==> src/rtl/arm_irq_ctrl.sv <==
`default_nettype none
// ============================================================================
// Module   : arm_irq_ctrl
// Purpose  : N_IRQ-channel interrupt controller in front of the ARM core's
//            single Interrupt input. Maskable channels, per-channel edge or
//            level mode, fixed lowest-index-first priority and a vector ID.
//            Uses a request / acknowledge / end-of-interrupt handshake.
// Ports    : clk        - system clock, rising edge
//            reset      - asynchronous, active-low reset
//            irq_in     - raw interrupt sources (asynchronous to clk)
//            cfg_we     - register write strobe
//            cfg_addr   - 0 MASK, 1 EDGE, 2 PEND (W1C), 3 STATUS (RO)
//            cfg_wdata  - register write data
//            cfg_rdata  - combinational read data, zero-extended to 32 bits
//            int_ack    - acknowledge pulse from the core (IntReset)
//            int_eoi    - end-of-interrupt pulse
//            Interrupt  - registered interrupt request to the core
//            int_id     - registered index of requested/serviced channel
// Revision : 1.0 - initial release
// ============================================================================
module arm_irq_ctrl #(
    parameter int N_IRQ = 8,
    parameter int ID_W  = $clog2(N_IRQ)
) (
    input  logic             clk,
    input  logic             reset,
    input  logic [N_IRQ-1:0] irq_in,
    input  logic             cfg_we,
    input  logic [1:0]       cfg_addr,
    input  logic [N_IRQ-1:0] cfg_wdata,
    output logic [31:0]      cfg_rdata,
    input  logic             int_ack,
    input  logic             int_eoi,
    output logic             Interrupt,
    output logic [ID_W-1:0]  int_id
);

    localparam logic [1:0] C_ADDR_MASK   = 2'd0;
    localparam logic [1:0] C_ADDR_EDGE   = 2'd1;
    localparam logic [1:0] C_ADDR_PEND   = 2'd2;
    localparam logic [1:0] C_ADDR_STATUS = 2'd3;

    localparam logic [1:0] C_ST_IDLE    = 2'd0;
    localparam logic [1:0] C_ST_REQ     = 2'd1;
    localparam logic [1:0] C_ST_SERVICE = 2'd2;

    // Register file and synchronizer
    logic [N_IRQ-1:0] sync1_q, sync1_d;
    logic [N_IRQ-1:0] sync2_q, sync2_d;   // synchronized source "s"
    logic [N_IRQ-1:0] sdly_q,  sdly_d;    // s delayed one cycle
    logic [N_IRQ-1:0] mask_q,  mask_d;
    logic [N_IRQ-1:0] edge_q,  edge_d;
    logic [N_IRQ-1:0] pend_q,  pend_d;

    // FSM and registered outputs
    logic [1:0]       state_q, state_d;
    logic             irq_q,   irq_d;
    logic [ID_W-1:0]  int_id_q, int_id_d;

    logic [N_IRQ-1:0] w_rise;
    logic [N_IRQ-1:0] w_w1c;
    logic [N_IRQ-1:0] w_id_sel;   // one-hot of the latched channel
    logic [N_IRQ-1:0] w_ack_clr;
    logic [N_IRQ-1:0] w_elig;
    logic             w_any_elig;
    logic             w_cur_elig;
    logic [ID_W-1:0]  w_win_id;

    // ------------------------------------------------------------------
    // Register next-state logic
    // ------------------------------------------------------------------
    always_comb begin : comb_regs
        sync1_d = irq_in;
        sync2_d = sync1_q;
        sdly_d  = sync2_q;
        mask_d  = mask_q;
        edge_d  = edge_q;
        if (cfg_we && (cfg_addr == C_ADDR_MASK)) begin
            mask_d = cfg_wdata;
        end
        if (cfg_we && (cfg_addr == C_ADDR_EDGE)) begin
            edge_d = cfg_wdata;
        end

        w_rise = sync2_q & ~sdly_q;
        w_w1c  = (cfg_we && (cfg_addr == C_ADDR_PEND)) ? cfg_wdata : '0;

        for (int i = 0; i < N_IRQ; i++) begin
            w_id_sel[i]  = (int_id_q == ID_W'(i));
            w_ack_clr[i] = w_id_sel[i] && int_ack && (state_q == C_ST_REQ);
        end

        // Edge channels: a new rising edge beats any clear in the same cycle.
        // Level channels simply track the synchronized source.
        for (int i = 0; i < N_IRQ; i++) begin
            if (edge_q[i]) begin
                pend_d[i] = (pend_q[i] & ~(w_w1c[i] | w_ack_clr[i])) | w_rise[i];
            end else begin
                pend_d[i] = sync2_q[i];
            end
        end
    end

    // ------------------------------------------------------------------
    // Eligibility and fixed priority (lowest index wins)
    // ------------------------------------------------------------------
    always_comb begin : comb_prio
        w_elig     = pend_q & mask_q;
        w_any_elig = |w_elig;
        w_cur_elig = |(w_elig & w_id_sel);
        w_win_id   = '0;
        // Scan downwards so the lowest eligible index is the last to assign.
        for (int i = N_IRQ - 1; i >= 0; i--) begin
            if (w_elig[i]) begin
                w_win_id = ID_W'(i);
            end
        end
    end

    // ------------------------------------------------------------------
    // FSM: state register
    // ------------------------------------------------------------------
    always_ff @(posedge clk or negedge reset) begin : ff_state
        if (!reset) begin
            state_q  <= C_ST_IDLE;
            irq_q    <= 1'b0;
            int_id_q <= '0;
        end else begin
            state_q  <= state_d;
            irq_q    <= irq_d;
            int_id_q <= int_id_d;
        end
    end

    // ------------------------------------------------------------------
    // FSM: next-state logic
    // ------------------------------------------------------------------
    always_comb begin : comb_next
        state_d = state_q;
        case (state_q)
            C_ST_IDLE: begin
                if (w_any_elig) begin
                    state_d = C_ST_REQ;
                end
            end
            C_ST_REQ: begin
                // Acknowledge takes precedence over a request being withdrawn.
                if (int_ack) begin
                    state_d = C_ST_SERVICE;
                end else if (!w_cur_elig) begin
                    state_d = C_ST_IDLE;
                end
            end
            C_ST_SERVICE: begin
                if (int_eoi) begin
                    state_d = C_ST_IDLE;
                end
            end
            default: state_d = C_ST_IDLE;
        endcase
    end

    // ------------------------------------------------------------------
    // FSM: output logic (feeds the registered outputs)
    // ------------------------------------------------------------------
    always_comb begin : comb_out
        irq_d    = (state_d == C_ST_REQ);
        int_id_d = int_id_q;
        // The ID is only captured on entry to REQ, so it holds through
        // REQ and SERVICE and later arrivals cannot preempt it.
        if ((state_q == C_ST_IDLE) && w_any_elig) begin
            int_id_d = w_win_id;
        end
    end

    // ------------------------------------------------------------------
    // Data registers
    // ------------------------------------------------------------------
    always_ff @(posedge clk or negedge reset) begin : ff_regs
        if (!reset) begin
            sync1_q <= '0;
            sync2_q <= '0;
            sdly_q  <= '0;
            mask_q  <= '0;
            edge_q  <= '1;
            pend_q  <= '0;
        end else begin
            sync1_q <= sync1_d;
            sync2_q <= sync2_d;
            sdly_q  <= sdly_d;
            mask_q  <= mask_d;
            edge_q  <= edge_d;
            pend_q  <= pend_d;
        end
    end

    // ------------------------------------------------------------------
    // Read mux
    // ------------------------------------------------------------------
    always_comb begin : comb_rd
        cfg_rdata = '0;
        case (cfg_addr)
            C_ADDR_MASK: cfg_rdata = 32'(mask_q);
            C_ADDR_EDGE: cfg_rdata = 32'(edge_q);
            C_ADDR_PEND: cfg_rdata = 32'(pend_q);
            C_ADDR_STATUS: begin
                cfg_rdata[9:8]      = state_q;
                cfg_rdata[ID_W-1:0] = int_id_q;
            end
            default: cfg_rdata = '0;
        endcase
    end

    assign Interrupt = irq_q;
    assign int_id    = int_id_q;

endmodule
`default_nettype wire
==> config.mk <==
export PLATFORM = sky130hd
export DESIGN_NAME = arm_irq_ctrl
export DESIGN_NICKNAME = d
export VERILOG_FILES = /design/src/rtl/arm_irq_ctrl.sv
export SDC_FILE = /design/constraint.sdc
export NUM_CORES = 1
export LEC_CHECK = 0
export ABC_AREA = 1
export BUFFER_PORTS_ARGS = -buffer_cell sky130_fd_sc_hd__buf_2
export CORE_ASPECT_RATIO = 0.7
export CORE_MARGIN = 4
export CORE_UTILIZATION = 40
export DETAILED_ROUTE_END_ITERATION = 8
export GPL_TIMING_DRIVEN = 0
export HOLD_SLACK_MARGIN = 0.05
export PLACE_DENSITY = 0.64
export SKIP_LAST_GASP = 1
export SLEW_MARGIN = 20
export SYNTH_ARGS = -nofsm -noshare
export SYNTH_HDL_FRONTEND = slang
export SYNTH_SLANG_ARGS = --single-unit
export TNS_END_PERCENT = 1
==> constraint.sdc <==
create_clock -name clk -period 1.35 [get_ports clk]
set_input_delay 0.27 -clock clk [delete_from_list [all_inputs] [get_ports clk]]
set_output_delay 0.27 -clock clk [all_outputs]
set_load 0.01 [all_outputs]
==> run_results.csv, run 1 <==
group,metric,value,unit
critical_path,reg2reg_from,"state_q[1]$_DFF_PN0_",
placement,gp_congestion,0.940,
yosys,mappedNetlistArea,2510,um2
floorplan,core,5900,um2
routing,wire_per_inst,13.2,um
grt,use_met3,4.03,%
finish,filler_cell_count,564,
hold_path,min_delay_worst_endpoint,"sync1_q[7]$_DFF_PN0_",
pwr,power.net_switching,1.56,mW
routing,via_count,2044,
sta,final.setup.worst_slack,-90.1,ps
routing,drtIter0Drc,107,
placement,dp_hpwl,4110,um
critical_path,r2r_slack,-30,ps
finish,n_antenna_cell,0,
pwr,power_per_cell_area,1450,nW/um2
yosys,synth_area_per_cell,8.85,um2
yosys,synth.largest_area_cell,"sky130_fd_sc_hd__dfrtp_1",
clock_tree,clock_path_buffers,2,
grt,grt-ovfl-total,0,
run_status,outcome,"finished with violations",
floorplan,die-area,7640,um2
yosys,synth.yosys.warnings,0,
clock_tree,clock_pin_slew_on_the_worst_setup_and_hold_paths,100,ps
hold_path,min_path_cells,1,
grt,top_usage_layer,"met1",
floorplan,top_level_ports,59,
grt,pin_count_of_the_biggest_net_entering_global_routing,55,
pwr,total_chip_power,4.59,mW
clock_tree,cts_tree,"yes",
critical_path,worstPathRequired,1080,ps
yosys,synth-seq-area-share,54.2,%
finish,ratio_of_cells_with_drive_above_1_in_the_final_layout,32.1,%
finish,layout.cells.most_common,"sky130_fd_sc_hd__nand2_1",
hold_path,hold_path.class,"input port to flop",
sta,min_period_over_period,107,%
sta,rsz_0062_raised_after_global_routing,"true",
critical_path,timing.rr.end,"pend_q[6]$_DFF_PN0_",
pwr,power.internal,3.03,mW
sta,period_needed,1440,ps
sta,achievable-frequency,0.694,GHz
yosys,yosysUniqueCellTypes,25,
pwr,combPwrFrac,31.4,%
clock_tree,cts_sinks,54,
placement,port-buffer-count,36,
sta,report.final.hold_viol_count,0,
floorplan,floorplan.initialDensity,42.6,%
yosys,yosys_register_bits,54,
yosys,netlist_top_cells_area,"sky130_fd_sc_hd__dfrtp_1 46%, sky130_fd_sc_hd__nand2_1 16%, sky130_fd_sc_hd__dfstp_2 8.4%",
routing,total_routed_wirelength,5770,um
grt,grtUsageTotal,16.0,%
sta,drv_slew,0,
routing,detail_route.vias_per_cell,4.66,
clock_tree,numCtsBuffers,5,
flow_run,cap_viol_max_count,0,
sta,fin_worst_hold_slack,58.3,ps
finish,most-common-layout-cells,"108 x sky130_fd_sc_hd__nand2_1, 45 x sky130_fd_sc_hd__dfrtp_1, 34 x sky130_fd_sc_hd__buf_2, 33 x sky130_fd_sc_hd__buf_4, 22 x sky130_fd_sc_hd__conb_1",
sta,slew_headroom,55.1,%
routing,drt_first_pass_iters,4,
pwr,power_frac_seq,44.7,%
routing,detail-route-antenna-nets,0,
routing,route.detailed.drc,0,
critical_path,cp_max_fo,6,
run_status,failed_checks,"negative setup slack",
clock_tree,clockRootBuffer,"sky130_fd_sc_hd__clkbuf_8",
yosys,netlist_instances,284,
floorplan,std_cell_rows,23,
hold_path,hp-start,"irq_in[7]",
sta,setup_viol,10,
pwr,clock_power_share,23.8,%
pwr,switching_share,34.0,%
floorplan,die_width,103,um
pwr,power_leakage,1.68,nW
clock_tree,clk-insertion-delay-late,310,ps
grt,grt_antenna_before_repair,0,
finish,design.final.nets,386,
yosys,synth_largest_type_area_fraction,45.8,%
critical_path,worstPathArrival,1170,ps
finish,syn_to_final_growth,26.1,%
critical_path,worst_setup_path_end_kind,"output port",
grt,grt_first_pass_wirelength,9270,um
pwr,worst_ir_drop_vdd,553,uV
grt,groute.layer.met2.usage,22.7,%
floorplan,die_height,74.3,um
sta,totalNegativeSetupSlack,-614,ps
grt,grt_util_met1,24.8,%
finish,final-instance-count-excl-fill,439,
grt,grt_pass1_vias,1864,
critical_path,worst-setup-path-type,"flop to output port",
placement,placed_cells,416,
sta,worst_pin_slew,674,ps
clock_tree,cts.htree.levels,2,
critical_path,startpoint_type,"flop",
critical_path,worstRegToRegCells,6,
sta,clock-skew-final,5.93,ps
finish,layout.core_utilization,53.7,%
layer usage:
| metal | vias up | part of all wire, % |
|---|---|---|
| met4 | 0 | 0.62 |
| met3 | 5 | 8.7 |
| met2 | 71 | 42 |
| met1 | 949 | 49 |
| met5 | - | 0 |
| li1 | 1019 | - |
critical path, stage by stage (launching register included):
cell                        delay [ps]
sky130_fd_sc_hd__dfrtp_2           440
sky130_fd_sc_hd__inv_2             140
sky130_fd_sc_hd__o2111ai_2         140
sky130_fd_sc_hd__buf_2             160
power groups by stage:
stage	clock [mW]	combinational [mW]	sequential, mW
4_1_cts	1.12	1.41	2.06
6_report	1.09	1.44	2.05
5_1_grt	1.19	1.63	2.09
3_3_place_gp	0	1.16	2.09
3_5_place_dp	0	1.17	2.11
2_1_floorplan	0	0.784	2.09
Yosys cell counts, drive strengths merged:
master   count
nor3         3
nor4         2
dfrtp       46
o31ai        1
inv         24
conb         1
nand3b       1
a21oi        1
nor2        14
dfstp        8
nand3       11
nand4        9
o21ai       19
nand2      113
o2111ai      4
a31o         1
buf         26
sequential cells by signal, indices dropped and copies added (netlist names):
signal,count
pend_q,8
int_id,3
sdly_d,8
mask_q,8
edge_q,8
state_q,2
Interrupt,1
sync1_q,8
sdly_q,8
worst max-delay path by stage:
stage	startpoint	endpoint	slack [ps]	depth (start not counted)
finish	int_id[0]$_DFFE_PN0P_	cfg_rdata[0]	-90	3
global route	int_id[0]$_DFFE_PN0P_	cfg_rdata[0]	-140	3
CTS	int_id[2]$_DFFE_PN0P_	cfg_rdata[2]	-120	4
detailed placement	cfg_addr[0]	cfg_rdata[2]	-150	7
global placement	cfg_addr[0]	cfg_rdata[2]	-130	7
floorplan	int_id[2]$_DFFE_PN0P_	Interrupt$_DFF_PN0_	180	9
through the flow:
stage / area [um2] / worst slack, ps
after floorplan: 2590 / 183
after global placement: 2870 / -127
after detailed placement: 2870 / -152
after CTS: 3130 / -115
after global routing: 3170 / -139
final: 3170 / -90.1
repair_timing:
action | CTS | global route
hold buffers | 4 | 1
setup endpoints to repair | 10 | 21
endpoints found under the hold margin | 49 | 1
setup buffers | 8 | 2
pin swaps | 2 | 3
gates resized for setup | 13 | 3
gates cloned | 0 | 0
cell families (layout without fill, tap and decap cells):
group / after synthesis / in the layout / synth area share [%]
simple gates: 153 / 153 / 26.7
flops: 54 / 54 / 54.2
buf+inv: 50 / 109 / 11.8
other cells: 1 / 22 / 0.149
compound gates: 26 / 26 / 7.22
layout make-up:
cell class / instances / area (um2) / share of cell area, %
clock inverter: 3 / 45.0 / 1.42
clock buffer: 5 / 68.8 / 2.17
tap: 75 / 93.8 / 2.96
inverter: 24 / 100 / 3.16
buffer: 26 / 210 / 6.63
multi-input combinational: 201 / 975 / 30.8
timing repair buffer: 51 / 314 / 9.91
sequential: 54 / 1360 / 43.0
Note: power is estimated with default switching activity, not from simulation.
==> run 2, diff against run 1 <==
--- a/config.mk
+++ b/config.mk
@@ -14,6 +14,8 @@
 export GPL_TIMING_DRIVEN = 0
 export HOLD_SLACK_MARGIN = 0.05
 export PLACE_DENSITY = 0.64
+export RECOVER_POWER = 100
+export SKIP_CTS_REPAIR_TIMING = 1
 export SKIP_LAST_GASP = 1
 export SLEW_MARGIN = 20
 export SYNTH_ARGS = -nofsm -noshare
==> run_results.csv, run 2 (synthesis results as in run 1) <==
group,metric,value,unit
run_status,outcome,"finished with violations",
run_status,failed_checks,"negative setup slack",
critical_path,critical_path.slowest_cell,"sky130_fd_sc_hd__dfrtp_2",
flow_run,cap_viol_max_count,0,
clock_tree,cts.htree.levels,2,
critical_path,worst-setup-path-type,"flop to output port",
routing,total_routed_wirelength,5750,um
hold_path,hold_path.class,"input port to flop",
floorplan,floorplan.initialDensity,42.6,%
clock_tree,clock_pin_slew_on_the_worst_setup_and_hold_paths,100,ps
pwr,power_per_cell_area,1470,nW/um2
grt,groute.layer.met2.usage,21.9,%
hold_path,min_path_cells,1,
clock_tree,clk-insertion-delay-late,310,ps
sta,final.setup.worst_slack,-113,ps
routing,wire_per_inst,13.2,um
pwr,power_leakage,1.63,nW
pwr,switching_share,33.8,%
critical_path,r2r_slack,-20,ps
pwr,power.net_switching,1.54,mW
hold_path,hp-start,"irq_in[7]",
pwr,combPwrFrac,30.4,%
placement,dp_hpwl,4110,um
critical_path,crit_family,"flip-flops",
floorplan,top_level_ports,59,
routing,detail-route-antenna-nets,0,
sta,slew_headroom,51.7,%
sta,report.final.hold_viol_count,0,
sta,period_needed,1460,ps
pwr,power.internal,3.01,mW
finish,layout.core_utilization,52.4,%
routing,detail_route.vias_per_cell,4.63,
critical_path,timing.rr.end,"pend_q[6]$_DFF_PN0_",
critical_path,critical_path.cell_chain,"inv_4, o2111ai_2, buf_2",
hold_path,min_delay_worst_endpoint,"sync1_q[7]$_DFF_PN0_",
finish,design.final.nets,383,
critical_path,crit_start,"int_id[0]$_DFFE_PN0P_",
sta,clock-skew-final,5.22,ps
critical_path,slowest_delay,450,ps
routing,route.detailed.drc,0,
finish,ratio_of_cells_with_drive_above_1_in_the_final_layout,29.6,%
clock_tree,clock_path_buffers,2,
finish,most-common-layout-cells,"109 x sky130_fd_sc_hd__nand2_1, 45 x sky130_fd_sc_hd__dfrtp_1, 32 x sky130_fd_sc_hd__buf_2, 31 x sky130_fd_sc_hd__buf_4, 22 x sky130_fd_sc_hd__conb_1",
critical_path,worstPathArrival,1190,ps
clock_tree,numCtsBuffers,5,
pwr,total_chip_power,4.55,mW
grt,grt_antenna_before_repair,0,
critical_path,worstPathRequired,1080,ps
finish,layout.cells.most_common,"sky130_fd_sc_hd__nand2_1",
floorplan,core,5900,um2
floorplan,die_height,74.3,um
placement,port-buffer-count,36,
grt,grt_util_met1,23.8,%
grt,grtUsageTotal,15.5,%
routing,drtIter0Drc,93,
sta,achievable-frequency,0.684,GHz
pwr,worst_ir_drop_vdd,555,uV
critical_path,cp_max_fo,6,
grt,use_met3,4.12,%
placement,gp_congestion,0.940,
critical_path,worstRegToRegCells,6,
sta,min_period_over_period,108,%
pwr,clock_power_share,23.9,%
finish,syn_to_final_growth,23.1,%
critical_path,reg2reg_from,"state_q[1]$_DFF_PN0_",
grt,grt_pass1_vias,1802,
floorplan,die-area,7640,um2
sta,worst_pin_slew,725,ps
routing,drt_first_pass_iters,5,
grt,grt_first_pass_wirelength,8950,um
sta,totalNegativeSetupSlack,-717,ps
floorplan,die_width,103,um
grt,pin_count_of_the_biggest_net_entering_global_routing,55,
clock_tree,clockRootBuffer,"sky130_fd_sc_hd__clkbuf_8",
sta,rsz_0062_raised_after_global_routing,"true",
clock_tree,cts_sinks,54,
sta,setup_viol,10,
clock_tree,cts_tree,"yes",
floorplan,std_cell_rows,23,
grt,grt-ovfl-total,0,
critical_path,critical_path_buf_inv_count,2,
sta,drv_slew,0,
finish,n_antenna_cell,0,
critical_path,startpoint_type,"flop",
grt,top_usage_layer,"met1",
critical_path,worst_setup_path_end_kind,"output port",
routing,via_count,2020,
pwr,power_frac_seq,45.7,%
-- run 2: layout make-up --
| class | count | area (um2) |
|---|---|---|
| Fill cell | 574 | 2810 |
| Sequential cell | 54 | 1360 |
| Multi-Input combinational cell | 201 | 936 |
| Timing Repair Buffer | 48 | 285 |
| Buffer | 26 | 200 |
| Inverter | 24 | 103 |
| Tap cell | 75 | 93.8 |
| Clock buffer | 5 | 68.8 |
| Clock inverter | 3 | 45.0 |
-- run 2: through the flow --
stage / setup WS (ps) / cells / instance area (um2) / hold WS [ps]
final: -113 / 436 / 3090 / 60.1
after global routing: -163 / 436 / 3090 / 50.2
after detailed placement: -152 / 416 / 2870 / 335
after CTS: -272 / 424 / 2980 / 15.7
after floorplan: 183 / 305 / 2590 / -25.6
after global placement: -127 / 416 / 2870 / 332
-- run 2: worst max-delay path by stage --
stage                          end  cells past startpoint
2_1_floorplan  Interrupt$_DFF_PN0_                      9
3_5_place_dp          cfg_rdata[2]                      7
5_1_grt               cfg_rdata[0]                      3
4_1_cts               cfg_rdata[0]                      3
3_3_place_gp          cfg_rdata[2]                      7
6_report              cfg_rdata[0]                      3
-- run 2: worst register-to-register path, delay by kind of cell, from the launching register on --
family        cells  cell delay, ps
simple gates      4             490
buf+inv           2             350
flops             1             440
-- run 2: power by group through the flow --
stage / clock network (mW) / logic, mW / registers (mW)
2_1_floorplan: 0 / 0.784 / 2.09
3_3_place_gp: 0 / 1.16 / 2.09
3_5_place_dp: 0 / 1.17 / 2.11
4_1_cts: 1.12 / 1.17 / 2.08
5_1_grt: 1.19 / 1.55 / 2.11
6_report: 1.09 / 1.38 / 2.08
-- run 2: per-layer routing --
metal / vias to the layer above / routed length, um
li1: 1014 / -
met4: 0 / 38
met5: - / 0
met2: 65 / 2450
met3: 5 / 437
met1: 936 / 2830
